File: src/rtl/hls_channel_pkg.sv
// Shared constants for HLS channel ports: default data width and the
// handshake signal suffixes the kernel generator appends to channel names.
package hls_channel_pkg;

    localparam int unsigned CHANNEL_WIDTH_DEFAULT = 32;

    localparam string SUFFIX_WRITE_VALID = "_write_valid";
    localparam string SUFFIX_WRITE_READY = "_write_ready";
    localparam string SUFFIX_IN_DATA     = "_in_data";
    localparam string SUFFIX_READ_VALID  = "_read_valid";
    localparam string SUFFIX_READ_READY  = "_read_ready";
    localparam string SUFFIX_OUT_DATA    = "_out_data";

endpackage

File: src/rtl/hls_fifo_mem.sv
// DEPTH x WIDTH register array: one synchronous write port and one registered
// read port (raddr/ren sampled, rdata valid next cycle and held otherwise).
module hls_fifo_mem #(
    parameter int unsigned WIDTH  = 32,
    parameter int unsigned DEPTH  = 16,
    parameter int unsigned ADDR_W = 4
) (
    input  logic              clk,
    input  logic              rst,
    input  logic              wen,
    input  logic [ADDR_W-1:0] waddr,
    input  logic [WIDTH-1:0]  wdata,
    input  logic              ren,
    input  logic [ADDR_W-1:0] raddr,
    output logic [WIDTH-1:0]  rdata
);

    logic [WIDTH-1:0] mem [DEPTH];

    // Storage is deliberately not reset; only the read register is.
    always_ff @(posedge clk) begin
        if (wen) begin
            mem[waddr] <= wdata;
        end
    end

    always_ff @(posedge clk) begin
        if (rst) begin
            rdata <= '0;
        end else if (ren) begin
            rdata <= mem[raddr];
        end
    end

endmodule

File: src/rtl/hls_channel_fifo.sv
// Buffered HLS channel between a producer and a consumer kernel: count-based
// synchronous FIFO with registered pop data and sticky misuse flags.
module hls_channel_fifo
    import hls_channel_pkg::*;
#(
    parameter  int unsigned WIDTH  = CHANNEL_WIDTH_DEFAULT,
    parameter  int unsigned DEPTH  = 16,
    localparam int unsigned ADDR_W = $clog2(DEPTH)
) (
    input  logic              clk,
    input  logic              rst,
    input  logic [WIDTH-1:0]  in_data,
    input  logic              write_valid,
    output logic              write_ready,
    input  logic              read_valid,
    output logic              read_ready,
    output logic [WIDTH-1:0]  out_data,
    output logic [ADDR_W:0]   count,
    output logic              overflow,
    output logic              underflow
);

    localparam logic [ADDR_W:0] FULL_COUNT = (ADDR_W + 1)'(DEPTH);

    logic [ADDR_W-1:0] wr_ptr;
    logic [ADDR_W-1:0] rd_ptr;
    logic              full;
    logic              empty;
    logic              push_fire;
    logic              pop_fire;

    // Ready flags depend only on registered occupancy.
    assign full        = (count == FULL_COUNT);
    assign empty       = (count == '0);
    assign write_ready = ~full;
    assign read_ready  = ~empty;

    assign push_fire = write_valid & ~full;
    assign pop_fire  = read_valid & ~empty;

    always_ff @(posedge clk) begin
        if (rst) begin
            wr_ptr    <= '0;
            rd_ptr    <= '0;
            count     <= '0;
            overflow  <= 1'b0;
            underflow <= 1'b0;
        end else begin
            if (push_fire) begin
                wr_ptr <= wr_ptr + ADDR_W'(1);
            end
            if (pop_fire) begin
                rd_ptr <= rd_ptr + ADDR_W'(1);
            end
            case ({push_fire, pop_fire})
                2'b10:   count <= count + (ADDR_W + 1)'(1);
                2'b01:   count <= count - (ADDR_W + 1)'(1);
                default: count <= count;
            endcase
            if (write_valid && full) begin
                overflow <= 1'b1;
            end
            if (read_valid && empty) begin
                underflow <= 1'b1;
            end
        end
    end

    hls_fifo_mem #(
        .WIDTH  (WIDTH),
        .DEPTH  (DEPTH),
        .ADDR_W (ADDR_W)
    ) u_mem (
        .clk   (clk),
        .rst   (rst),
        .wen   (push_fire),
        .waddr (wr_ptr),
        .wdata (in_data),
        .ren   (pop_fire),
        .raddr (rd_ptr),
        .rdata (out_data)
    );

endmodule
File: config.mk
export PLATFORM = sky130hd
export DESIGN_NAME = hls_channel_fifo
export DESIGN_NICKNAME = d
export VERILOG_FILES = /design/src/rtl/hls_channel_pkg.sv /design/src/rtl/hls_fifo_mem.sv /design/src/rtl/hls_channel_fifo.sv
export SDC_FILE = /design/constraint.sdc
export NUM_CORES = 1
export LEC_CHECK = 0
export CAP_MARGIN = 10
export CORE_MARGIN = 2
export CORE_UTILIZATION = 29
export CTS_BUF_LIST = sky130_fd_sc_hd__clkbuf_8
export DETAILED_ROUTE_END_ITERATION = 10
export GPL_ROUTABILITY_DRIVEN = 0
export GPL_TIMING_DRIVEN = 0
export PLACE_DENSITY_LB_ADDON = 0.25
export SKIP_LAST_GASP = 1
export SLEW_MARGIN = 15
export SYNTH_ARGS = -nofsm -noshare
export SYNTH_HDL_FRONTEND = slang
export SYNTH_HIERARCHICAL = 1
export SYNTH_SLANG_ARGS = --single-unit
File: constraint.sdc
create_clock -name clk -period 7.1 [get_ports clk]
set_clock_uncertainty 0.1 [all_clocks]
set_input_delay 1.42 -clock clk [delete_from_list [all_inputs] [get_ports clk]]
set_output_delay 1.42 -clock clk [all_outputs]
set_load 0.05 [all_outputs]
* After elaboration in Yosys (flattened, before gate mapping)
Memories as Yosys holds them, arrays and structs flattened. A register that Yosys moved wholly into a read port is not among the register bits. Cells that the tools add are included.
Cells by class: reductions and logical operators 4, eq/ne operators 3, bitwise operators 4, muxes and demuxes 3, $add $sub $neg 4
Operators by type and width (count):
- $pmux W5 S2 | 1
- $add A4 B1 Y4 const B | 2
- $add A5 B1 Y5 const B | 1
- $eq A5 B5 Y1 const B | 1
- $logic_not A5 Y1 | 1
- $sub A5 B1 Y5 const B | 1
- $and A1 B1 Y1 | 2
- $eq A2 B1 Y1 const B | 1
- $eq A2 B2 Y1 const B | 1
- $logic_and A1 B1 Y1 | 2
- $mux W1 | 2
- $not A1 Y1 | 2
- $reduce_bool A2 Y1 | 1
Storage, ports and cells: bits in writable memories 512, register bits after elaboration 15, memories kept 1, input bits 36, output and inout port bits 41, logic and storage cells 24
Memory list:
- u_mem.mem | words 16, width 32, read ports 1, clocked after Yosys merged registers in 1, write ports 1, RTL line hls_fifo_mem.sv:18 | logic [WIDTH-1:0] mem [DEPTH];

* Depth between registers and ports, before layout
depth in word-level cells 5, depth in mapped cells 10

* Hierarchy
The synthesis kept the hierarchy.
Modules (own cells, without submodules):
- hls_fifo_mem | instances 1, area each 20948.8 sq um, cells each 1216
- hls_channel_fifo | instances 1, area each 772.0 sq um, cells each 86

* Worst setup path before layout
No wires, ideal clock.
path type input-to-reg, from in write_valid, to mem u_mem.mem[0][0] (enable), arrival 4353 ps, library setup time 461 ps, data required time 6539 ps, stages 4, slack 2186 ps, buffers on the path 0, cell sequence nand2_1 inv_1 or3b_2 nor3_1
Between the ends: longest elaborated chain between the ends 3
RTL lines:
- from (decl) | RTL line hls_channel_fifo.sv:13 | input logic write_valid,
- $and A1 B1 Y1 | RTL line hls_channel_fifo.sv:38 | assign push_fire = write_valid & ~full;
- net push_fire | RTL line hls_channel_fifo.sv:29 | logic push_fire;
- $mux W1 | RTL line hls_fifo_mem.sv:22 | if (wen) begin
- $mux W1 (not written as such) | RTL line hls_fifo_mem.sv:23 | mem[waddr] <= wdata;
- to (decl) | RTL line hls_fifo_mem.sv:18
The timed path passes the listed nets, and every way through them passes these cells.

* Worst setup path after layout
from reg count[1], to out read_ready
Between the ends: longest elaborated chain between the ends 2
RTL lines:
- from (decl) | RTL line hls_channel_fifo.sv:18 | output logic [ADDR_W:0] count,
- from (signal assigned) | RTL line hls_channel_fifo.sv:56 | 2'b10: count <= count + (ADDR_W + 1)'(1);
- from (signal assigned) | RTL line hls_channel_fifo.sv:57 | 2'b01: count <= count - (ADDR_W + 1)'(1);
- from (signal assigned) | RTL line hls_channel_fifo.sv:58 | default: count <= count;
- $logic_not A5 Y1 | RTL line hls_channel_fifo.sv:34 | assign empty = (count == '0);
- $not A1 Y1 | RTL line hls_channel_fifo.sv:36 | assign read_ready = ~empty;
- to (decl) | RTL line hls_channel_fifo.sv:16 | output logic read_ready,
Every way passes these cells.

==> results.txt <==
----------------------------------------------------
[STA]
  Actual slew at the worst max-slew pin ... 916 ps
  Final worst-path cycle share ... 58.2%
  Post-layout minimum cycle time ... 4130 ps
  Final Setup Violations ... 0
  RSZ-0062 raised after global routing ... no
  Slew margin rel. ... 38.9%
  Post-route setup TNS ... 0 ps
  Peak Freq ... 242 MHz
  Max-slew violation count ... 0
  Total count of hold-check failures in the final report ... 0

[Critical path]
  Crit path launch type ... register
  Startpoint-to-endpoint class of the critical path ... reg2out
  Data required time of the critical path ... 5580 ps
  Cell with the biggest individual delay on the critical path ... clkdlybuf4s50_1
  Data arrival at the endpoint of the critical path ... 2610 ps
  Maximum single-stage delay on the critical path ... 690 ps
  Crit-path max FO ... 6
  Critical Path Sink Type ... primary output
  Cells along the critical path ... or4_1 > buf_2 > nor2_1 > inv_1 > clkdlybuf4s50_1

[Clocking]
  Cells resized by post-CTS repair ... 0
  Max H-tree Level ... 3
  Clock tree root buffer cell ... clkbuf_8
  CTS tree ... yes
  Clock latency reported for the late side of the worst-skew pair ... 670 ps
  Clock Tree Buf Depth ... 3
  Number of buffers inserted during clock tree synthesis ... 95
  Clock Sink Count ... 559
  Post CTS Setup Buffer Count ... 0
  Clock-pin slew on the worst setup and hold paths ... 50 ps
  Cts-stage hold buffer count ... 0

[Route]
  Routed Antenna Nets ... 0
  Initial DRC Count ... 746
  # DRC ... 0
  Total vias in the final route ... 11900
  First-pass iteration count of the detailed router ... 5
  Total Routed Length ... 54.1 mm
  Routed wire per std cell ... 21.2 um
  DR vias/cell ... 4.64

[Synth]
  Number of warnings printed during yosys synthesis ... 6
  Number of distinct standard cells referenced by the synthesized netlist ... 40
  Average cell area after synthesis ... 16.7 um2
  Number of nets produced by synthesis ... 1345
  Proportion of synthesized chip area in sequential cells ... 75.1%
  Instance count of the mapped netlist ... 1302
  Total standard cell area after synthesis ... 0.0217 mm2
  Post-synth top flop ... edfxtp_1
  Number of synthesized flops with an enable pin ... 512
  Post-synthesis sequential element count ... 559
  Proportion of synthesized flip-flops having asynchronous set or reset ... 0%

[Global route]
  Vias in the first global route ... 12200
  Gr ovfl total ... 0
  Total global routing track utilization ... 14.0%
  Antenna violations before repair ... 1
  Maximum number of pins on one net before global-route repair ... 20
  First-pass GRT wire length ... 79.5 mm

[Final layout]
  Highest-count cells in the layout ignoring fill and taps ... edfxtp_1 (512), mux2i_1 (259), clkbuf_8 (106)
  Number of nets in the layout ... 1556
  Fillers ... 7144
  Area Overhead vs Synth ... 20.7%
  Ratio of cells with drive above 1 in the final layout ... 14.8%
  Diodes inserted ... 0
  Most common cell after layout, fill and taps aside ... edfxtp_1
  Cell area after layout ... 0.0262 mm2

[Outcome]
  Run status ... finished, final reports clean

[Floorplan]
  Chip Height ... 278 um
  Number of core rows ... 100
  Die area ... 0.0771 mm2
  Count of pins on the block boundary ... 77
  Core Region ... 0.0743 mm2
  Effective utilization at floorplan ... 29.2%
  X dimension of the die ... 278 um

[Power]
  Switching part of the total ... 28.9%
  Internal power summed over all cells ... 5.60 mW
  Logic gate share of total power ... 17.0%
  Sequential group share of total power ... 49.3%
  Relative contribution of the clock network to total power ... 33.7%
  Reported net switching power ... 2.28 mW
  PwrDens ... 300 mW/mm2
  LEAKAGE ... 8.33 nW
  Largest voltage drop on the vdd net ... 0.233 mV
  Total power draw ... 7.87 mW

[Place]
  Count of input and output buffers ... 76
  Total placed instance area ... 0.0244 mm2
  Hpwl dp ... 35.4 mm

[Hold path]
  Worst min-delay path class ... reg2reg

[Flow run]
  Count of max-cap constraint violations ... 0

----------------------------------------------------
-- stage by stage --
step | worst slack [ps] | hold WS (ps) | utilization (%) | instances
global placement | -1240 | 342 | 31.9 | 2347
CTS | 2870 | 363 | 35.3 | 2560
global route | 2810 | 379 | 35.3 | 2560
detailed placement | 2870 | 348 | 32.9 | 2385
finish | 2970 | 357 | 35.3 | 2560
floorplan | 2190 | 395 | - | 1302
-- cell usage after synthesis (all sizes together), types with 2 or more instances --
cell type,n,area (um2)
ha,6,75.1
or4,2,15.0
a22oi,64,480
nand3,98,490
and3,3,18.8
nand3b,3,22.5
nor2,30,115
clkbuf,19,73.8
xor2,6,52.6
buf,52,484
nor2b,2,12.5
inv,5,18.8
a21oi,70,388
nand2,100,375
nand2b,2,12.5
o211ai,4,30.0
or3b,2,17.5
edfxtp,512,15400
nor3,4,20.0
xnor2,2,17.5
nor4,2,12.5
mux2i,259,2590
dfxtp,47,941
-- state kept, by name (all words and copies together), names as in the netlist --
name         count
count            5
u_mem/mem      512
overflow         1
wr_ptr           4
rd_ptr           4
u_mem/rdata     32
underflow        1
-- final timing paths --
kind	from	end	slack, ps	cells past startpoint
setup / recovery	count[1]$_SDFFE_PP0P_	read_ready	2970	5
setup reg to reg	count[1]$_SDFFE_PP0P_	count[4]$_SDFFE_PP0P_	4060	10
hold / removal	u_mem/rdata[24]$_SDFFE_PP0P_	u_mem/rdata[24]$_SDFFE_PP0P_	360	2
hold reg to reg	u_mem/rdata[24]$_SDFFE_PP0P_	u_mem/rdata[24]$_SDFFE_PP0P_	360	2
-- power groups by stage --
stage / Clock (mW) / Combinational (mW) / Sequential [mW]
floorplan: 0 / 0.494 / 4.25
global placement: 0 / 1.31 / 3.96
detailed placement: 0 / 1.36 / 3.95
CTS: 2.75 / 1.36 / 3.88
global route: 2.90 / 1.44 / 3.90
finish: 2.65 / 1.34 / 3.88
-- layout make-up --
class	count	area, um2	area share (%)
plain buffers	71	558	2.13
clock buffers	106	1460	5.57
clock inverters	69	312	1.19
inverters	5	18.8	0.0716
multi-input cells	667	4940	18.8
flip-flops and latches	559	16300	62.2
well taps	969	1210	4.63
repair buffers	114	1400	5.34
-- kinds of logic (layout without fill, tap and decap cells) --
family / count (synthesis) / count (layout) / synth area share (%)
flip-flops: 559 / 559 / 75.1
AO/OA/AOI/OAI: 142 / 142 / 4.31
adder cells (fa/ha/maj): 7 / 7 / 0.438
multiplexers: 259 / 259 / 11.9
AND/OR/NAND/NOR: 251 / 251 / 5.22
buffers and inverters: 76 / 365 / 2.66
XOR/XNOR: 8 / 8 / 0.323
-- critical path: cells and delay by family (launching register included) --
kind | cells | cell delay, ps
DFF | 1 | 360
buffers and inverters | 3 | 930
and+or+nand+nor | 2 | 660
-- routing by layer --
metal  global-route usage (%)  vias up  share of wire (%)
met5                        0        -              0.030
met4                     4.21        2                1.7
met3                     2.86       69                5.1
met2                     23.5      282                 49
li1                         -     5478                  -
met1                     18.3     6050                 45
Power figures use the tool's default switching activity.
